[src/rtl/i2s_audio_fifo.sv]
// i2s_audio_fifo: show-ahead stereo sample buffer between the audio register file and the I2S/DAC consumer
//   clk, rst                 clock, asynchronous active-high reset
//   wr_data, wr_valid        sample push (one sample per strobe cycle)
//   rd_data, rd_valid, rd_ready  oldest sample, valid/ready pop handshake
//   fifo_threshold           low-water mark for fifo_low
//   fifo_level/full/empty/low    occupancy status
//   err_clr, overflow, underrun  sticky error flags and their clear
module i2s_audio_fifo #(
  parameter int FIFO_LEN_BITS = 4,
  parameter int DATA_WIDTH = 48
) (
  input  logic                     clk,
  input  logic                     rst,
  input  logic [DATA_WIDTH-1:0]    wr_data,
  input  logic                     wr_valid,
  output logic [DATA_WIDTH-1:0]    rd_data,
  output logic                     rd_valid,
  input  logic                     rd_ready,
  input  logic [FIFO_LEN_BITS:0]   fifo_threshold,
  output logic [FIFO_LEN_BITS:0]   fifo_level,
  output logic                     fifo_full,
  output logic                     fifo_empty,
  output logic                     fifo_low,
  input  logic                     err_clr,
  output logic                     overflow,
  output logic                     underrun
);
  localparam int DEPTH = 1 << FIFO_LEN_BITS;
  logic [DATA_WIDTH-1:0] mem_q [DEPTH];
  logic [FIFO_LEN_BITS-1:0] wr_ptr_q, wr_ptr_d, rd_ptr_q, rd_ptr_d;
  logic [FIFO_LEN_BITS:0] level_q, level_d;
  logic ovf_q, ovf_d, udr_q, udr_d;
  logic push, pop;
  assign fifo_level = level_q;
  assign fifo_full = level_q == (FIFO_LEN_BITS+1)'(DEPTH);
  assign fifo_empty = level_q == '0;
  assign fifo_low = level_q < fifo_threshold;
  assign rd_valid = !fifo_empty;
  assign rd_data = mem_q[rd_ptr_q];
  assign overflow = ovf_q;
  assign underrun = udr_q;
  assign pop = rd_valid & rd_ready;
  // a pop frees a slot in the same cycle, so a full FIFO can still accept a push alongside it
  assign push = wr_valid & (!fifo_full | pop);
  always_comb begin
    wr_ptr_d = push ? wr_ptr_q + FIFO_LEN_BITS'(1) : wr_ptr_q;
    rd_ptr_d = pop ? rd_ptr_q + FIFO_LEN_BITS'(1) : rd_ptr_q;
    level_d = (push == pop) ? level_q : push ? level_q + (FIFO_LEN_BITS+1)'(1) : level_q - (FIFO_LEN_BITS+1)'(1);
    // clear wins over a same-cycle set
    ovf_d = err_clr ? 1'b0 : ovf_q | (wr_valid & !push);
    udr_d = err_clr ? 1'b0 : udr_q | (rd_ready & fifo_empty);
  end
  always_ff @(posedge clk or posedge rst) begin
    if (rst) begin
      wr_ptr_q <= '0;
      rd_ptr_q <= '0;
      level_q <= '0;
      ovf_q <= 1'b0;
      udr_q <= 1'b0;
    end else begin
      wr_ptr_q <= wr_ptr_d;
      rd_ptr_q <= rd_ptr_d;
      level_q <= level_d;
      ovf_q <= ovf_d;
      udr_q <= udr_d;
    end
  end
  // sample storage carries no reset; contents are only observed while rd_valid
  always_ff @(posedge clk) begin
    if (push) mem_q[wr_ptr_q] <= wr_data;
  end
endmodule

[config.mk]
export PLATFORM = sky130hd
export DESIGN_NAME = i2s_audio_fifo
export DESIGN_NICKNAME = d
export VERILOG_FILES = /design/src/rtl/i2s_audio_fifo.sv
export SDC_FILE = /design/constraint.sdc
export NUM_CORES = 1
export LEC_CHECK = 0
export ABC_AREA = 1
export BUFFER_PORTS_ARGS = -buffer_cell sky130_fd_sc_hd__clkbuf_2
export CAP_MARGIN = 30
export CORE_ASPECT_RATIO = 0.75
export CORE_MARGIN = 1.5
export CORE_UTILIZATION = 45
export CTS_CLUSTER_SIZE = 28
export DETAILED_ROUTE_END_ITERATION = 6
export PLACE_DENSITY = 0.68
export SLEW_MARGIN = 30
export SYNTH_ARGS = -nofsm -noshare
export SYNTH_HDL_FRONTEND = slang
export SYNTH_SLANG_ARGS = --single-unit
[constraint.sdc]
create_clock -name clk -period 5.6 [get_ports clk]
set_input_delay 0.28 -clock clk [delete_from_list [all_inputs] [get_ports clk]]
set_output_delay 0.28 -clock clk [all_outputs]
set_load 0.01 [all_outputs]
Yosys cells after proc, flatten, opt, wreduce, memory -nomap -nowiden
Memories as Yosys holds them, arrays and structs flattened.
Index checks and enable logic that the tools add are counted.
{"block": "totals", "in_bits": 58, "memories": 1, "ramBits": 768, "wordCells": 29, "out_inout_bits": 59, "ff_bits": 15}
{"memory": "mem_q", "depth": 16, "width": 48, "read_ports": 1, "rd_ports_with_merged_regs": 0, "wr": 1, "line_no": "29", "text": "logic [DATA_WIDTH-1:0] mem_q [DEPTH];"}
{"block": "op_classes", "add_sub_neg": 4, "n_eq_ne": 2, "magnitude_cmp": 1, "muxes": 5, "reduce_logical": 4, "bitwise_logic": 7}
{"cell": "4-bit by 1-bit adder with 4-bit output (second input constant)", "n": 2}
{"cell": "5-bit by 1-bit adder with 5-bit output (second input constant)", "n": 1}
{"cell": "5-bit equality test (second input constant)", "n": 1}
{"cell": "5-bit zero test", "n": 1}
{"cell": "5-bit < comparator", "n": 1}
{"cell": "5-bit two-way mux", "n": 1}
{"cell": "5-bit by 1-bit subtractor with 5-bit output (second input constant)", "n": 1}
{"cell": "1-bit AND", "n": 4}
{"cell": "1-bit two-way mux", "n": 4}
{"cell": "1-bit zero test", "n": 3}
{"cell": "1-bit bitwise OR", "n": 3}
{"cell": "1-bit equality test", "n": 1}

Longest topological paths before layout
{"block": "logic_depth", "word_depth": 9, "ltp_mapped": 15, "depth_no_buf": 15}

Worst setup path before layout
Ideal clock, no wire load.
{"block": "synth_timing", "kind": "flip-flop to flip-flop", "startpoint": "register level_q[2] (netlist: fifo_level[2])", "endpoint": "memory mem_q[11][0], enable pin", "t_required_ps": 5146, "path_buffers": 0, "path_stages_with_launch": 9, "setup_ps": 454, "arrival_ps": 3222, "synth_period_minus_slack_ps": 3675, "setup_slack_ps": 1925, "path_cell_list": "dfrtp_1 nor2_1 nand3_1 inv_2 nand2_1 nand2_1 inv_2 nand2_1 nor2_1"}
{"block": "synth_via", "elab_cells_between_ends": 9, "classes_between": "eq/ne (1); mux (2); bitwise (3); reduce/logical (3)"}
{"element": "start: declaration", "line_no": "31", "text": "logic [FIFO_LEN_BITS:0] level_q, level_d;"}
{"element": "start signal: assignment", "line_no": "63", "text": "level_q <= level_d;"}
{"element": "5-bit equality test", "line_no": "35", "text": "assign fifo_full = level_q == (FIFO_LEN_BITS+1)'(DEPTH);"}
{"element": "named net fifo_full", "line_no": "21", "text": "output logic fifo_full,"}
{"element": "1-bit zero test", "line_no": "44", "text": "assign push = wr_valid & (!fifo_full | pop);"}
{"element": "1-bit bitwise OR", "line_no": "44"}
{"element": "1-bit AND", "line_no": "44"}
{"element": "named net push", "line_no": "33", "text": "logic push, pop;"}
{"element": "1-bit two-way mux", "line_no": "70", "text": "if (push) mem_q[wr_ptr_q] <= wr_data;"}
{"element": "1-bit two-way mux (implied by the code)", "line_no": "70"}
{"element": "end: declaration", "line_no": "29"}
The timed path passes the listed nets, and every way through them passes these cells.

Worst setup path in the final report
{"block": "layout_timing", "startpoint": "register rd_ptr_q[1]", "endpoint": "output port rd_data[44]"}
{"block": "layout_via", "elab_chain_len": 1}
{"element": "start: declaration", "line_no": "30", "text": "logic [FIFO_LEN_BITS-1:0] wr_ptr_q, wr_ptr_d, rd_ptr_q, rd_ptr_d;"}
{"element": "start signal: assignment", "line_no": "62", "text": "rd_ptr_q <= rd_ptr_d;"}
{"element": "memory 16 x 48 bit"}
{"element": "end: declaration", "line_no": "16", "text": "output logic [DATA_WIDTH-1:0] rd_data,"}
No other way between the ends.

==> results.md <==
* Synth Cell Area at 32000 sq um
* TritonCTS Buffers at 75
* Synth Warn # at 0
* Area contributors post-synth: edfxtp_1 72%, inv_1 4.8%, nand3_1 4.6%, o211ai_1 4.5%, nand2_1 3.2%
* CP Launch Type: flip-flop
* CP max stage cell: dfrtp_4
* Most frequent cell after synthesis: edfxtp_1
* CTS tree: built
* Max Cap Viol at 0
* Max-slew violations at 0
* H-tree depth at 3
* Clock Latency Late Sink at 0.61 ns
* Main synth FF type: edfxtp_1
* Outcome: finished clean
* Top Ports at 117
* Synth top cells by count: 768 x edfxtp_1, 405 x inv_1, 296 x nand3_1
* Global-route wire length before repair at 109000 microns
* Hold Path Origin: wr_valid
* Delay-heaviest family, CP: flip-flops
* Antenna cells at 0
* Critical R2R Launch: fifo_level[2]$_DFFE_PP0P_
* DR DRC count at 0
* Initial Utilization at 45.6%
* Tot Pwr at 18.0 mW
* Gp weighted congestion at roughly 0.8
* Setup TNS at 0 ns
* Cells after Synth at 2554
* Core box area at 70200 sq um
* Max VDD drop at 0.000348 V
* Vias per inst at roughly 5.4
* Sequential area share after synthesis at 73.3%
* Worst Path Buf+Inv at 2
* Overall Global Routing Usage at 19.5%
* Vias in the first global route at between 15000 and 20000
* Pleak at approximately 13 nW
* Post-synth EDFFs at 768
* Final wirelength at 71500 microns
* Row count at 84
* Vias at 19400
* Synthesis-stage register bit count at 783
* WP depth at 6
* Period utilization at 63.5%
* Worst Hold End: overflow$_DFF_PP0_
* FMAX at 0.281 GHz
* Setup bufs post-CTS at 0
* Initial antenna violation count at 0
* Largest net degree at the start of global routing at 170
* # hold bufs at CTS at 3
* Pre-antenna DRT Iters at 6
* Worst-Margin Slew at 0.961 ns
* Setup violators final at 0
* Fin nets at 2701
* PwrDens at 501 nW/um^2
* R2R depth at 9
* DRT iter0 DRCs at 2013
* Max_slew headroom at 35.8%
* Syn_nets at 2626
* Grt total ovfl at 0
* Setup slack, reg-to-reg at 2.39 ns
* Maximum root-to-sink buffer count at 3
* Worst clock skew at 0.0156 ns
* Share of the synthesized area in the top cell type at roughly 70%
* RSZ-0062 raised after global routing: no
* DP Worst Slack at roughly 2.3 ns
* Cts repair resizes at 0
* Post-synth cell types at 22
* CP Max Fanout at 77
* Min-Delay Path Depth at 3
* Period minus WS final at 3.55 ns
* Arr. time, crit path at ~3.3 ns
* Clock root buffer master: clkbuf_16
* Die W at 311 microns
* Crit-path most repeated cell: nand3_1
* Synth-to-Final Area Change at 12.4%
* Async SR Flop Fraction at 1.92%
* CP endpoint kind: output pin
* I/O Buffers at 116
* Die Height at around 230 microns
* Critical Setup Path Class: flip-flop to output pin
* Syn Area/Cell at 12.5 sq um
* WP data required at 5.32 ns
* Min-Delay Path Class: input pin to flip-flop
* Clock transition at the registers of the reported paths at about 0.060 ns
* Fin. Hold Viols at 0
* DP Wirelength at just over 40000 microns
* Worst setup margin at 2.05 ns
* Die Footprint at 72700 sq um
* Fraction of layout cells with a size suffix above 1 at 10.2%
* Crit-path max cell delay at 0.99 ns
* Cell taking the most area after synthesis: edfxtp_1
* Antenna-violating nets left at 0
* Crit path cell chain: buf_4 -> o211ai_1 -> nand3_1 -> nand3_1 -> nand2_1 -> clkbuf_2
* Routed wire per std cell at 19.7 microns
* CTS sink cnt at 783
* R2R Path End: mem_q[7][19]$_DFFE_PP_
[registers in the layout, summed over array words and instances, names as in the netlist]
name and count:
underrun 1, fifo_level 5, mem_q 768, wr_ptr_q 4
overflow 1, rd_ptr_q 4
[worst register-to-register path, cell delays in order (launching register included)]
cell     delay [ns]
dfrtp_1        0.46
nor2_1         0.09
nand3_1        0.14
inv_2          0.06
nand2_1        0.08
nand2_1        0.21
inv_2          0.20
nand2_1        0.28
nor2_4         0.82
buf_4          0.50
[report_power, final]
group	leakage [nW]	switching (mW)	internal [mW]
clock	1.10	2.11	2.65
sequential	7.12	0.388	7.07
combinational	5.05	4.01	1.78
[routing by layer]
metal  share of wire, %  track usage (%)
met5                  0                0
met1                 44             27.2
met4                2.2             5.40
met3                6.7             3.28
met2                 47             31.9
[metrics by stage]
step | hold WS (ns) | instance area (sq um) | util (%) | std cells
CTS | 0.0202 | 35900 | 51.1 | 3626
global placement | 0.362 | 33400 | 47.6 | 3487
finish | 0.0563 | 36000 | 51.2 | 3629
detailed placement | 0.380 | 33600 | 47.8 | 3492
global route | 0.0412 | 36000 | 51.2 | 3629
floorplan | 0.181 | 32000 | - | 2554
[worst max-delay path by stage]
stage,start,endpoint,slack (ns)
global placement,fifo_level[2]$_DFFE_PP0P_,mem_q[13][16]$_DFFE_PP_,2.34
CTS,rd_ptr_q[1]$_DFFE_PP0P_,rd_data[41],2.07
finish,rd_ptr_q[1]$_DFFE_PP0P_,rd_data[44],2.05
floorplan,fifo_level[2]$_DFFE_PP0P_,mem_q[11][0]$_DFFE_PP_,1.92
detailed placement,fifo_level[2]$_DFFE_PP0P_,mem_q[14][45]$_DFFE_PP_,2.29
global route,rd_ptr_q[1]$_DFFE_PP0P_,rd_data[41],1.82
[layout by cell type, fill, tap and decap left out, types with 18 or more instances in the layout]
cell and instances:
clkbuf_16 76, edfxtp_1 768, a21oi_1 197, nand3_1 296, o211ai_1 192, inv_1 404
buf_4 25, o21ai_0 196, nand2_1 273, clkbuf_1 18, clkbuf_2 116
[logic make-up (layout without fill, tap and decap cells)]
family | after synthesis | after routing | synth area share (%)
AO/OA/AOI/OAI | 587 | 587 | 10.7
XOR/XNOR | 8 | 8 | 0.219
adder cells (fa/ha/maj) | 14 | 14 | 0.571
buffers and inverters | 567 | 696 | 7.08
flip-flops | 783 | 783 | 73.3
AND/OR/NAND/NOR | 595 | 595 | 8.16
[area by class of cell]
type	instances	area [sq um]
Clock buffer	98	2020
Clock inverter	33	255
Fill cell	5928	34200
Inverter	408	1530
Multi-Input combinational cell	1204	6400
Sequential cell	783	23500
Tap cell	946	1180
Timing Repair Buffer	157	1110
Power figures use the tool's default switching activity.
